### src/rtl/demux32_router.sv
// demux32_router -- registered 1-to-2 word router.
//
// Steers each accepted input word into one of two output holding slots,
// chosen by SELECT (0 -> OUT1, 1 -> OUT2). Each slot has its own
// valid/ready handshake, so the two consumers drain independently. A slot
// can be drained and refilled on the same edge, which gives 1 word/cycle
// per output. There is no combinational path from IN to OUT1/OUT2.
//
// Ports:
//   CLK                 rising-edge clock
//   RESET               asynchronous, active-low reset
//   IN[WIDTH-1:0]       input word
//   IN_VALID/IN_READY   producer handshake (IN_READY is combinational)
//   SELECT              destination of the word offered with IN
//   OUT1, OUT1_VALID, OUT1_READY   slot-1 data and handshake
//   OUT2, OUT2_VALID, OUT2_READY   slot-2 data and handshake
//   COUNT1, COUNT2      per-output delivered-word counters
//
// Build option: define DEMUX32_ROUTER_COUNT_EN to build the per-output
// transfer counters. Without it COUNT1/COUNT2 are tied to zero.

module demux32_router #(
  parameter int WIDTH = 32,
  parameter int CNT_W = 8
) (
  input  logic             CLK,
  input  logic             RESET,
  input  logic [WIDTH-1:0] IN,
  input  logic             IN_VALID,
  output logic             IN_READY,
  input  logic             SELECT,
  output logic [WIDTH-1:0] OUT1,
  output logic             OUT1_VALID,
  input  logic             OUT1_READY,
  output logic [WIDTH-1:0] OUT2,
  output logic             OUT2_VALID,
  input  logic             OUT2_READY,
  output logic [CNT_W-1:0] COUNT1,
  output logic [CNT_W-1:0] COUNT2
);

  typedef enum logic {
    EMPTY = 1'b0,
    FULL  = 1'b1
  } slot_state_e;

  slot_state_e      state1_q, state1_d;
  slot_state_e      state2_q, state2_d;
  logic [WIDTH-1:0] data1_q, data1_d;
  logic [WIDTH-1:0] data2_q, data2_d;

  logic accept1, accept2;
  logic drain1, drain2;

  // A slot can take a new word when it is empty or is being drained at
  // this same edge; only the slot addressed by SELECT matters.
  always_comb begin
    IN_READY = 1'b0;
    if (SELECT) begin
      IN_READY = (state2_q == EMPTY) | OUT2_READY;
    end else begin
      IN_READY = (state1_q == EMPTY) | OUT1_READY;
    end
  end

  always_comb begin
    accept1 = IN_VALID & IN_READY & ~SELECT;
    accept2 = IN_VALID & IN_READY &  SELECT;
    drain1  = (state1_q == FULL) & OUT1_READY;
    drain2  = (state2_q == FULL) & OUT2_READY;
  end

  // Slot next-state: a refill wins over a drain, so a slot drained and
  // refilled on the same edge stays FULL holding the new word.
  always_comb begin
    state1_d = state1_q;
    data1_d  = data1_q;
    if (accept1) begin
      state1_d = FULL;
      data1_d  = IN;
    end else if (drain1) begin
      state1_d = EMPTY;
    end
  end

  always_comb begin
    state2_d = state2_q;
    data2_d  = data2_q;
    if (accept2) begin
      state2_d = FULL;
      data2_d  = IN;
    end else if (drain2) begin
      state2_d = EMPTY;
    end
  end

  always_ff @(posedge CLK or negedge RESET) begin
    if (!RESET) begin
      state1_q <= EMPTY;
      state2_q <= EMPTY;
      data1_q  <= '0;
      data2_q  <= '0;
    end else begin
      state1_q <= state1_d;
      state2_q <= state2_d;
      data1_q  <= data1_d;
      data2_q  <= data2_d;
    end
  end

  assign OUT1       = data1_q;
  assign OUT2       = data2_q;
  assign OUT1_VALID = (state1_q == FULL);
  assign OUT2_VALID = (state2_q == FULL);

`ifdef DEMUX32_ROUTER_COUNT_EN
  logic [CNT_W-1:0] cnt1_q, cnt1_d;
  logic [CNT_W-1:0] cnt2_q, cnt2_d;

  // Counters wrap naturally modulo 2^CNT_W.
  always_comb begin
    cnt1_d = cnt1_q;
    cnt2_d = cnt2_q;
    if (drain1) begin
      cnt1_d = cnt1_q + 1'b1;
    end
    if (drain2) begin
      cnt2_d = cnt2_q + 1'b1;
    end
  end

  always_ff @(posedge CLK or negedge RESET) begin
    if (!RESET) begin
      cnt1_q <= '0;
      cnt2_q <= '0;
    end else begin
      cnt1_q <= cnt1_d;
      cnt2_q <= cnt2_d;
    end
  end

  assign COUNT1 = cnt1_q;
  assign COUNT2 = cnt2_q;
`else
  assign COUNT1 = '0;
  assign COUNT2 = '0;
`endif

endmodule

### config.mk
export PLATFORM = sky130hd
export DESIGN_NAME = demux32_router
export DESIGN_NICKNAME = d
export VERILOG_FILES = /design/src/rtl/demux32_router.sv
export SDC_FILE = /design/constraint.sdc
export NUM_CORES = 1
export LEC_CHECK = 0
export ABC_AREA = 1
export CAP_MARGIN = 20
export CORE_AREA = 2 2 81 102
export CTS_CLUSTER_DIAMETER = 60
export DETAILED_ROUTE_END_ITERATION = 8
export DIE_AREA = 0 0 83 104
export PLACE_DENSITY = 0.74
export SLEW_MARGIN = 20
export SYNTH_ARGS = -nofsm -noshare
export SYNTH_HDL_FRONTEND = slang
export SYNTH_SLANG_ARGS = --single-unit
### constraint.sdc
create_clock -name CLK -period 0.95 [get_ports CLK]
set_clock_uncertainty 0.05 [all_clocks]
set_input_delay 0.1425 -clock CLK [delete_from_list [all_inputs] [get_ports CLK]]
set_output_delay 0.1425 -clock CLK [all_outputs]
set_load 0.1 [all_outputs]
==> key figures, run 1 <==
Run status
  • Outcome: complete, but fails checks
  • Failing checks: negative setup slack

Yosys
  • Netlist cell types: 12
  • Syn avg cell area: 9.07 um2
  • Ys Warns: 0
  • Synth Cell Area: 2840 um2
  • Mapped Cells: between 300 and 400
  • Seq/Total Area, Yosys: 0.582
  • Yosys reg bits: 66

Finish
  • Commonest non-fill, non-tap cell in the layout: nand2_1
  • Reg area: about 1700 um2
  • Commonest non-fill, non-tap cells in the layout: 130 x nand2_1, 72 x buf_12, 64 x dfrtp_2, 64 x nand4_1, 35 x clkdlybuf4s50_1
  • Non-Filler Instances: 539
  • Filler cells: between 500 and 600
  • Area of the multi-input gates: approximately 1000 um2
  • Ant. Diodes: 0
  • Layout Nets: 477
  • Share of layout cells above drive strength 1: 0.439
  • Area delta synth->final: 82.1%

Power
  • PD cells: around 2400 nW/um2
  • Power Total: 12.6 mW
  • Leak pwr: 2.44 nW
  • VDD IR-drop max: 1.37 mV

Routing
  • Routed Antenna Nets: 0
  • Vias: 2792
  • # DRC: 0
  • 1st-iter DRT viols: approximately 260
  • Vias per cell: 5.18
  • TritonRoute pass-1 iters: 4
  • Routed Wire Length: about 8600 um
  • WL/cell: 15.9 um

Global routing
  • Gr ovfl total: 0
  • GRT Util Overall: 0.199
  • Vias in the first global route: 2763
  • First-pass GRT wire length: 13900 um
  • Pin count of the biggest net entering global routing: 67
  • Initial antenna violation count: 0

Worst setup path
  • Slowest stage delay, CP: ~0.5 ns
  • Worst Reg-to-Reg Cells: 6
  • Crit path cell chain: nand2_4, nand2_4, nand2_8, buf_12
  • Worst Path Class, Setup: flop to output port
  • CP max FO: 2
  • Crit-path slowest cell: dfrtp_4
  • Crit path max-delay family: flip-flops
  • Most Frequent Cell on Critical Path: nand2_4
  • Worst Path Required: approximately 0.76 ns
  • CP startpoint kind: flop
  • WP buf/inv: 1
  • Arrival @ worst endpoint: 1.22 ns
  • Reg-to-reg slack, setup: -0.41 ns
  • Setup crit end kind: output port
  • Crit path depth: 4

Clock network
  • CTS Buf Count: 9
  • Clock latency on the worst-skew pair: 0.32 ns
  • TritonCTS clock tree: built
  • Clk pin slew, worst setup/hold paths: 0.07 ns
  • Htree depth: 3
  • CTS Sinks: 66
  • CTS max path bufs: 2
  • CTS root buf: clkbuf_8

Placement
  • Post-Place Cells: roughly 500
  • RD Place Congestion: approximately 0.8
  • Port Buffer Count: 104
  • DPL Wire Length: 6080 um
  • Dpl ws: -0.457 ns

Timing
  • Period Utilization, post-route: 1.48
  • WHS: 0.237 ns
  • Min Tclk post-route: 1.41 ns
  • Fmax: 0.710 GHz
  • PnR worst setup slack: -0.458 ns
  • Final TNS setup: -34.44 ns
  • Unrepaired setup endpoints after global routing: yes
  • Hold Vio Cnt, Final: 0
  • Slew Limit Fails: 0
  • Setup violators final: 133

Min path
  • Hold depth: 4
  • Hold Path Class: primary input to flop

Floorplanning
  • Total die area: about 8600 um2
  • Die Y: 104 um
  • Core Area: 7700 um2
  • Die Wd: 83 um
  • Starting Density: 0.368
  • Num rows: 36
  • I/O pins: 121

Flow run
  • Max-cap viol count: 0
==> final cells by class <==
cell class / count / share of cell area
timing repair buffer: 142 / 0.404
clock buffer: 11 / 0.0274
inverter: 3 / 0.00218
multi-input combinational: 217 / 0.201
clock inverter: 5 / 0.00581
tap: 95 / 0.0230
sequential: 66 / 0.337
==> synthesized netlist by cell type <==
| cell | instances | area share |
|---|---|---|
| nand2_1 | 134 | 0.18 |
| dfrtp_1 | 66 | 0.58 |
| nand4_1 | 64 | 0.14 |
| buf_2 | 20 | 0.035 |
| buf_4 | 17 | 0.045 |
| clkbuf_1 | 5 | 0.0066 |
| inv_1 | 2 | 0.0026 |
| conb_1 | 1 | 0.0013 |
| inv_2 | 1 | 0.0013 |
| nand2_2 | 1 | 0.0022 |
| nand3_1 | 1 | 0.0018 |
| nand3_2 | 1 | 0.0035 |
==> logic make-up (layout without fill, tap and decap cells) <==
| logic type | count (synthesis) | count (layout) | share of synthesized area |
|---|---|---|---|
| and+or+nand+nor | 201 | 201 | 0.326 |
| DFF | 66 | 66 | 0.582 |
| buffers and inverters | 45 | 161 | 0.0908 |
| other | 1 | 16 | 0.00132 |
==> worst paths after layout <==
check,startpoint,to
max in group asynchronous,RESET,OUT1_VALID
worst min register to register,OUT1[1],OUT1[1]
min in group asynchronous,RESET,OUT1[4]
worst min-delay path,IN_VALID,OUT2[22]
worst max-delay path,OUT1_VALID,IN_READY
worst max register to register,OUT1_VALID,OUT1[14]
==> stage by stage <==
stage                     area [um2]  utilization
after floorplan                 3060            -
after global placement          4850        0.630
after detailed placement        4850        0.630
after CTS                       5130        0.667
after global routing            5170        0.671
final                           5170        0.671
==> per-layer routing <==
layer	wire length, um	vias up	global-route usage
met2	4250	126	0.324
met1	3540	1368	0.256
met4	312	0	0.109
li1	-	1269	-
met5	0	-	0
met3	445	29	0.0286
==> timing repair <==
item	in CTS	in global routing
pin swaps	2	1
gates cloned	2	0
setup buffers	6	4
setup endpoints to repair	133	133
hold buffers	1	0
hold endpoints to repair	66	0
resized for setup	12	1
==> power by group <==
part	internal [mW]	switching (mW)
registers	3.34	0.531
logic	2.27	4.44
clock network	1.00	1.04
==> registers in the layout (all words and copies together), names as in the netlist <==
register and cells:
OUT1 32, OUT2 32, OUT1_VALID 1, OUT2_VALID 1
==> worst register-to-register path, cell delays in order (launching register included) <==
cell and delay [ns]:
dfrtp_4 0.50, nand2_4 0.09, buf_4 0.13, nand3_2 0.12
buf_12 0.19, nand2_1 0.09, nand2_1 0.07
Power figures use the tool's default switching activity.
==> run 2: changes to the inputs <==
--- a/config.mk
+++ b/config.mk
@@ -5,12 +5,12 @@
 export SDC_FILE = /design/constraint.sdc
 export NUM_CORES = 1
 export LEC_CHECK = 0
-export ABC_AREA = 1
 export CAP_MARGIN = 20
-export CORE_AREA = 2 2 81 102
+export CORE_AREA = 2 2 79 100
 export CTS_CLUSTER_DIAMETER = 60
 export DETAILED_ROUTE_END_ITERATION = 8
-export DIE_AREA = 0 0 83 104
+export DIE_AREA = 0 0 81 102
+export HOLD_SLACK_MARGIN = 0.15
 export PLACE_DENSITY = 0.74
 export SLEW_MARGIN = 20
 export SYNTH_ARGS = -nofsm -noshare
==> run 2 against run 1 <==
  * Register-to-register slack got worse by 0.30 ns
  * Combinational power rose by 18%
  * Setup slack got worse by 0.26 ns
  * Cell area rose by 3.3%
  * Hold slack improved by 0.042 ns
  * Fmax fell by 16%
  * Core utilization rose by 6.4 points
  * The flow still finishes with violations (negative setup slack)
  * Clock power rose by 24%
==> key figures, run 2 <==
Floorplanning
  • Die Wd: slightly above 80 um
  • I/O pins: 121
  • Starting Density: 0.364
  • Die Y: 102 um
  • Total die area: ~8300 um2
  • Num rows: 35
  • Core Area: 7270 um2

Run status
  • Outcome: complete, but fails checks
  • Failing checks: negative setup slack

Yosys
  • Most common cell in the synthesized netlist: dfrtp_1
  • Share of Yosys cell area claimed by the top area cell type: 0.625
  • Syn avg cell area: 16.2 um2
  • Synth area leader: dfrtp_1
  • Seq/Total Area, Yosys: 0.625
  • Async set-reset flop share out of synthesis: 1.00
  • Synth cell count leaders: 66 x dfrtp_1, 62 x mux2_2, 16 x buf_4, 4 x buf_6
  • Area contributors post-synth: dfrtp_1 62%, mux2_2 26%, buf_4 4.5%
  • Post-synth EDFFs: 0
  • Mapped Cells: 163
  • Ys Warns: 0
  • Ys flop type: dfrtp_1
  • Netlist cell types: 17
  • Synth Cell Area: ~2600 um2
  • Yosys reg bits: 66

Worst setup path
  • Arrival @ worst endpoint: 1.47 ns
  • Crit-path slowest cell: dfrtp_4
  • Worst Path Required: 0.76 ns
  • Worst reg2reg startpoint: OUT2_VALID
  • Crit path depth: 4
  • Crit path max-delay family: flip-flops
  • Setup crit end kind: output port
  • RR Endpoint: OUT2[16]
  • CP startpoint kind: flop
  • Crit path launch: OUT2_VALID
  • Reg-to-reg slack, setup: -0.71 ns
  • CP max FO: 2
  • Worst Reg-to-Reg Cells: 5
  • WP buf/inv: 2
  • Worst Path Class, Setup: flop to output port
  • Setup crit end: IN_READY
  • Slowest stage delay, CP: 0.47 ns
  • Crit path cell chain: and2b_2, buf_6, a21oi_4, buf_12

Global routing
  • Top Usage Layer GRT: met2
  • M2 GR Usage: 0.295
  • First-pass GRT wire length: 10800 um
  • Met1 Usage GRT: 0.213
  • Pin count of the biggest net entering global routing: 41
  • Global-route met3 utilization: 0.0512
  • Gr ovfl total: 0
  • Initial antenna violation count: 0
  • Vias in the first global route: 2032
  • GRT Util Overall: 0.179

Clock network
  • CTS Buf Count: 9
  • Clk pin slew, worst setup/hold paths: 0.07 ns
  • Clock latency on the worst-skew pair: 0.33 ns
  • Htree depth: 3
  • TritonCTS clock tree: built
  • CTS Sinks: 66
  • CTS root buf: clkbuf_8
  • CTS max path bufs: 2

Placement
  • Dpl cell area: 4640 um2
  • Port Buffer Count: 104
  • DPL Wire Length: 4610 um
  • RD Place Congestion: 0.678

Routing
  • TritonRoute pass-1 iters: 4
  • Vias per cell: 4.55
  • Vias: 1871
  • # DRC: 0
  • 1st-iter DRT viols: 52
  • Routed Wire Length: 7240 um
  • WL/cell: 17.6 um
  • Routed Antenna Nets: 0

Finish
  • Share of layout cells above drive strength 1: 0.752
  • Area delta synth->final: 102%
  • Ant. Diodes: 0
  • Fin area: 5340 um2
  • Layout Nets: between 300 and 400
  • Commonest non-fill, non-tap cell in the layout: buf_12
  • Utilization after layout: 0.735
  • Commonest non-fill, non-tap cells in the layout: 74 x buf_12, 59 x mux2_4, 44 x dfrtp_2

Timing
  • Unrepaired setup endpoints after global routing: yes
  • Final TNS setup: -54.82 ns
  • WHS: 0.279 ns
  • Setup violators final: about 130
  • Hold Vio Cnt, Final: 0
  • Period Utilization, post-route: 1.75
  • Min Tclk post-route: 1.67 ns
  • PnR worst setup slack: -0.717 ns
  • Slew Limit Fails: 0
  • Fmax: 0.600 GHz

Power
  • Leak pwr: 2.41 nW
  • PD cells: around 2700 nW/um2
  • Power Total: 14.4 mW
  • VDD IR-drop max: approximately 1.5 mV

Flow run
  • Max-cap viol count: 0

Min path
  • Hold Path Class: primary input to async pin
run 2: cell count changes in the layout (fill, tap and decap cells not counted), moves of 3 or more:
cell | before | now
nand4_1 | 64 | 0
nand2_1 | 130 | 1
dfrtp_1 | 0 | 20
nand2_4 | 4 | 0
clkinv_2 | 3 | 0
mux2_2 | 0 | 5
dfrtp_2 | 64 | 44
clkbuf_8 | 10 | 13
mux2_4 | 0 | 59
run 2: stage by stage:
step | cells | worst slack (ns)
floorplan | 178 | -0.770
detailed placement | 363 | -0.823
global placement | 363 | -0.775
finish | 411 | -0.717
CTS | 400 | -0.726
global route | 411 | -0.767
run 2: worst min-delay path by stage:
| stage | start | to | slack, ns | cells past startpoint |
|---|---|---|---|---|
| after floorplan | RESET | OUT1[0] | -0.20 | 0 |
| after global placement | RESET | OUT2[2] | -0.09 | 1 |
| after global routing | RESET | OUT2[1] | 0.29 | 3 |
| after detailed placement | RESET | OUT2[2] | -0.08 | 1 |
| after CTS | RESET | OUT1[1] | 0.28 | 3 |
| final | RESET | OUT2[1] | 0.28 | 3 |
run 2: repair_timing:
item                                    CTS  global route
setup buffers                            16            14
hold buffers                              2             0
endpoints found under the setup margin  132           132
gates resized for setup                  41            14
endpoints found under the hold margin    66             0
cloned                                    3             0
pin swaps                                 1             0
run 2: tightest hold or removal path, delay by kind of cell:
kind,cells,cell delay [ns]
buffers and inverters,3,0.88
run 2: cells by family after synthesis:
group,count (synthesis),share of synthesized area
flops,66,0.625
mux,64,0.273
buf+inv,23,0.0743
simple gates,7,0.0232
compound gates,2,0.00378
other cells,1,0.00142
run 2: final cells by class:
type / count / area (um2)
timing repair buffer: 147 / 2190
clock inverter: 3 / 45.0
clock buffer: 13 / 179
multi-input combinational: 89 / 1090
inverter: 1 / 3.75
sequential: 66 / 1710
tap: 92 / 115
fill: 447 / 1930
run 2: routing by layer:
metal	wire, um	vias up	share of wire
met5	0	-	0
met4	136	0	0.019
met3	518	12	0.072
met2	3890	81	0.54
met1	2700	950	0.37
li1	-	828	-
run 2: report_power, final:
| part | switching (mW) | internal (mW) | leakage [nW] |
|---|---|---|---|
| Sequential | 0.579 | 3.39 | 0.729 |
| Combinational | 4.82 | 3.10 | 1.58 |
| Clock | 1.04 | 1.50 | 0.108 |
| Total | 6.44 | 7.99 | 2.41 |
==> run 3: changes to the inputs <==
--- a/config.mk
+++ b/config.mk
@@ -5,12 +5,11 @@
 export SDC_FILE = /design/constraint.sdc
 export NUM_CORES = 1
 export LEC_CHECK = 0
-export CAP_MARGIN = 20
 export CORE_AREA = 2 2 79 100
 export CTS_CLUSTER_DIAMETER = 60
 export DETAILED_ROUTE_END_ITERATION = 8
 export DIE_AREA = 0 0 81 102
-export HOLD_SLACK_MARGIN = 0.15
+export HOLD_SLACK_MARGIN = 0.08
 export PLACE_DENSITY = 0.74
 export SLEW_MARGIN = 20
 export SYNTH_ARGS = -nofsm -noshare
==> run 3 against run 2 <==
  * The run still ends with negative setup slack left
  * Register-to-register slack barely moved
  * Sequential power barely moved
  * Highest routed layer unchanged
  * Die area did not move
  * Routed wire length fell by 0.19%
  * Combinational power barely moved
  * Critical path depth did not move
  * Cell count fell by 0.24%
==> key figures, run 3 (synthesized netlist as in run 2, its figures left out) <==
Finish
  • Commonest non-fill, non-tap cell in the layout: buf_12
  • Commonest non-fill, non-tap cells in the layout: 74 x buf_12, 59 x mux2_4, 44 x dfrtp_2
  • Fin area: 5330 um2
  • Share of layout cells above drive strength 1: 0.755
  • Non-Filler Instances: 410
  • Filler cells: approximately 450
  • Reg area: 1710 um2
  • Area delta synth->final: 102%
  • Layout Nets: 351
  • Ant. Diodes: 0
  • Area of the multi-input gates: ~1100 um2

Run status
  • Failing checks: negative setup slack
  • Outcome: complete, but fails checks

Floorplanning
  • Die Y: slightly above 100 um
  • Total die area: 8260 um2
  • Starting Density: 0.364
  • Die Wd: between 80 and 90 um
  • Num rows: 35
  • I/O pins: 121
  • Core Area: 7270 um2

Worst setup path
  • Crit path cell chain: and2b_2, buf_6, a21oi_4, buf_12
  • Arrival @ worst endpoint: 1.48 ns
  • Setup crit end kind: output port
  • CP max FO: 2
  • Worst Path Required: between 0.7 and 0.8 ns
  • Worst Reg-to-Reg Cells: 5
  • Slowest stage delay, CP: approximately 0.47 ns
  • CP startpoint kind: flop
  • Worst Path Class, Setup: flop to output port
  • Crit-path slowest cell: dfrtp_4

Power
  • Leak pwr: roughly 2.4 nW
  • VDD IR-drop max: 1.53 mV
  • PD cells: between 2000 and 3000 nW/um2
  • Power Total: 14.4 mW

Timing
  • Period Utilization, post-route: 1.76
  • WHS: 0.0955 ns
  • Fmax: 0.599 GHz
  • Slew Limit Fails: 0
  • PnR worst setup slack: -0.718 ns
  • Min Tclk post-route: 1.67 ns
  • Unrepaired setup endpoints after global routing: yes
  • Setup violators final: 132
  • Hold Vio Cnt, Final: 0

Clock network
  • Htree depth: 3
  • CTS Buf Count: 9
  • CTS max path bufs: 2
  • CTS root buf: clkbuf_8
  • Clk pin slew, worst setup/hold paths: about 0.070 ns
  • TritonCTS clock tree: built
  • CTS Sinks: 66
  • Clock latency on the worst-skew pair: 0.34 ns

Min path
  • Hold Path Class: primary input to async pin

Global routing
  • Top Usage Layer GRT: met2
  • Gr ovfl total: 0
  • GRT Util Overall: 0.179
  • Pin count of the biggest net entering global routing: 41
  • Initial antenna violation count: 0
  • First-pass GRT wire length: 10800 um
  • Global-route met3 utilization: 0.0512
  • Vias in the first global route: about 2000
  • Met1 Usage GRT: 0.212
  • M2 GR Usage: 0.295

Placement
  • RD Place Congestion: 0.678
  • DPL Wire Length: 4610 um
  • Post-Place Cells: roughly 360
  • Port Buffer Count: 104
  • Dpl cell area: 4640 um2

Routing
  • Routed Wire Length: 7230 um
  • 1st-iter DRT viols: 50
  • WL/cell: 17.6 um
  • Vias: ~1900
  • Routed Antenna Nets: 0
  • # DRC: 0
  • Vias per cell: 4.55
  • TritonRoute pass-1 iters: 4

Flow run
  • Max-cap viol count: 0
==> run 3: changes by cell type in the layout (fill, tap and decap cells not counted), sizes merged <==
cell / previous run / this run
dlygate4sd3: 2 / 1
==> run 3: power by group <==
part           switching [mW]  internal, mW
combinational            4.81          3.10
clock                    1.04          1.50
sequential              0.579          3.39
==> run 3: stage by stage <==
stage               setup slack, ns  setup TNS (ns)   util
floorplan                    -0.770          -51.86      -
global placement             -0.775          -48.78  0.638
detailed placement           -0.823          -50.52  0.638
CTS                          -0.726          -57.50  0.719
global route                 -0.767          -60.01  0.733
finish                       -0.718          -54.95  0.733
==> run 3: worst max-delay path: cells and delay by family (launching register included) <==
kind,cells,cell delay [ns]
flip-flops,1,0.47
AND/OR/NAND/NOR,1,0.22
buffers and inverters,2,0.31
AO/OA/AOI/OAI,1,0.13
==> run 3: cell type report <==
| class | count | share of cell area |
|---|---|---|
| Tap cell | 92 | 0.0216 |
| Inverter | 1 | 0.000704 |
| Clock inverter | 3 | 0.00845 |
| Clock buffer | 13 | 0.0336 |
| Sequential cell | 66 | 0.322 |
| Timing Repair Buffer | 146 | 0.409 |
| Multi-Input combinational cell | 89 | 0.205 |
==> run 3: worst paths after layout <==
check	start	endpoint	slack, ns
setup / recovery	OUT2_VALID	IN_READY	-0.72
hold / removal	RESET	OUT2[2]	0.1
setup reg to reg	OUT2_VALID	OUT2[16]	-0.71
hold reg to reg	OUT1[31]	OUT1[31]	0.51
max in group asynchronous	RESET	OUT1[24]	0.31
min in group CLK	IN[19]	OUT1[19]	0.40
==> run 3: per-layer routing <==
layer  part of all wire  wire (um)
met1               0.37       2690
met2               0.53       3860
met3              0.073        525
met4              0.020        147
met5                  0          0
==> run 3: repair_timing <==
action                     4_1_cts  5_1_grt
setup endpoints to repair      132      132
gates cloned                     3        0
gates resized for setup         41       14
hold buffers                     1        0
setup buffers                   16       14
hold endpoints to repair        66        0
pin swaps                        1        0
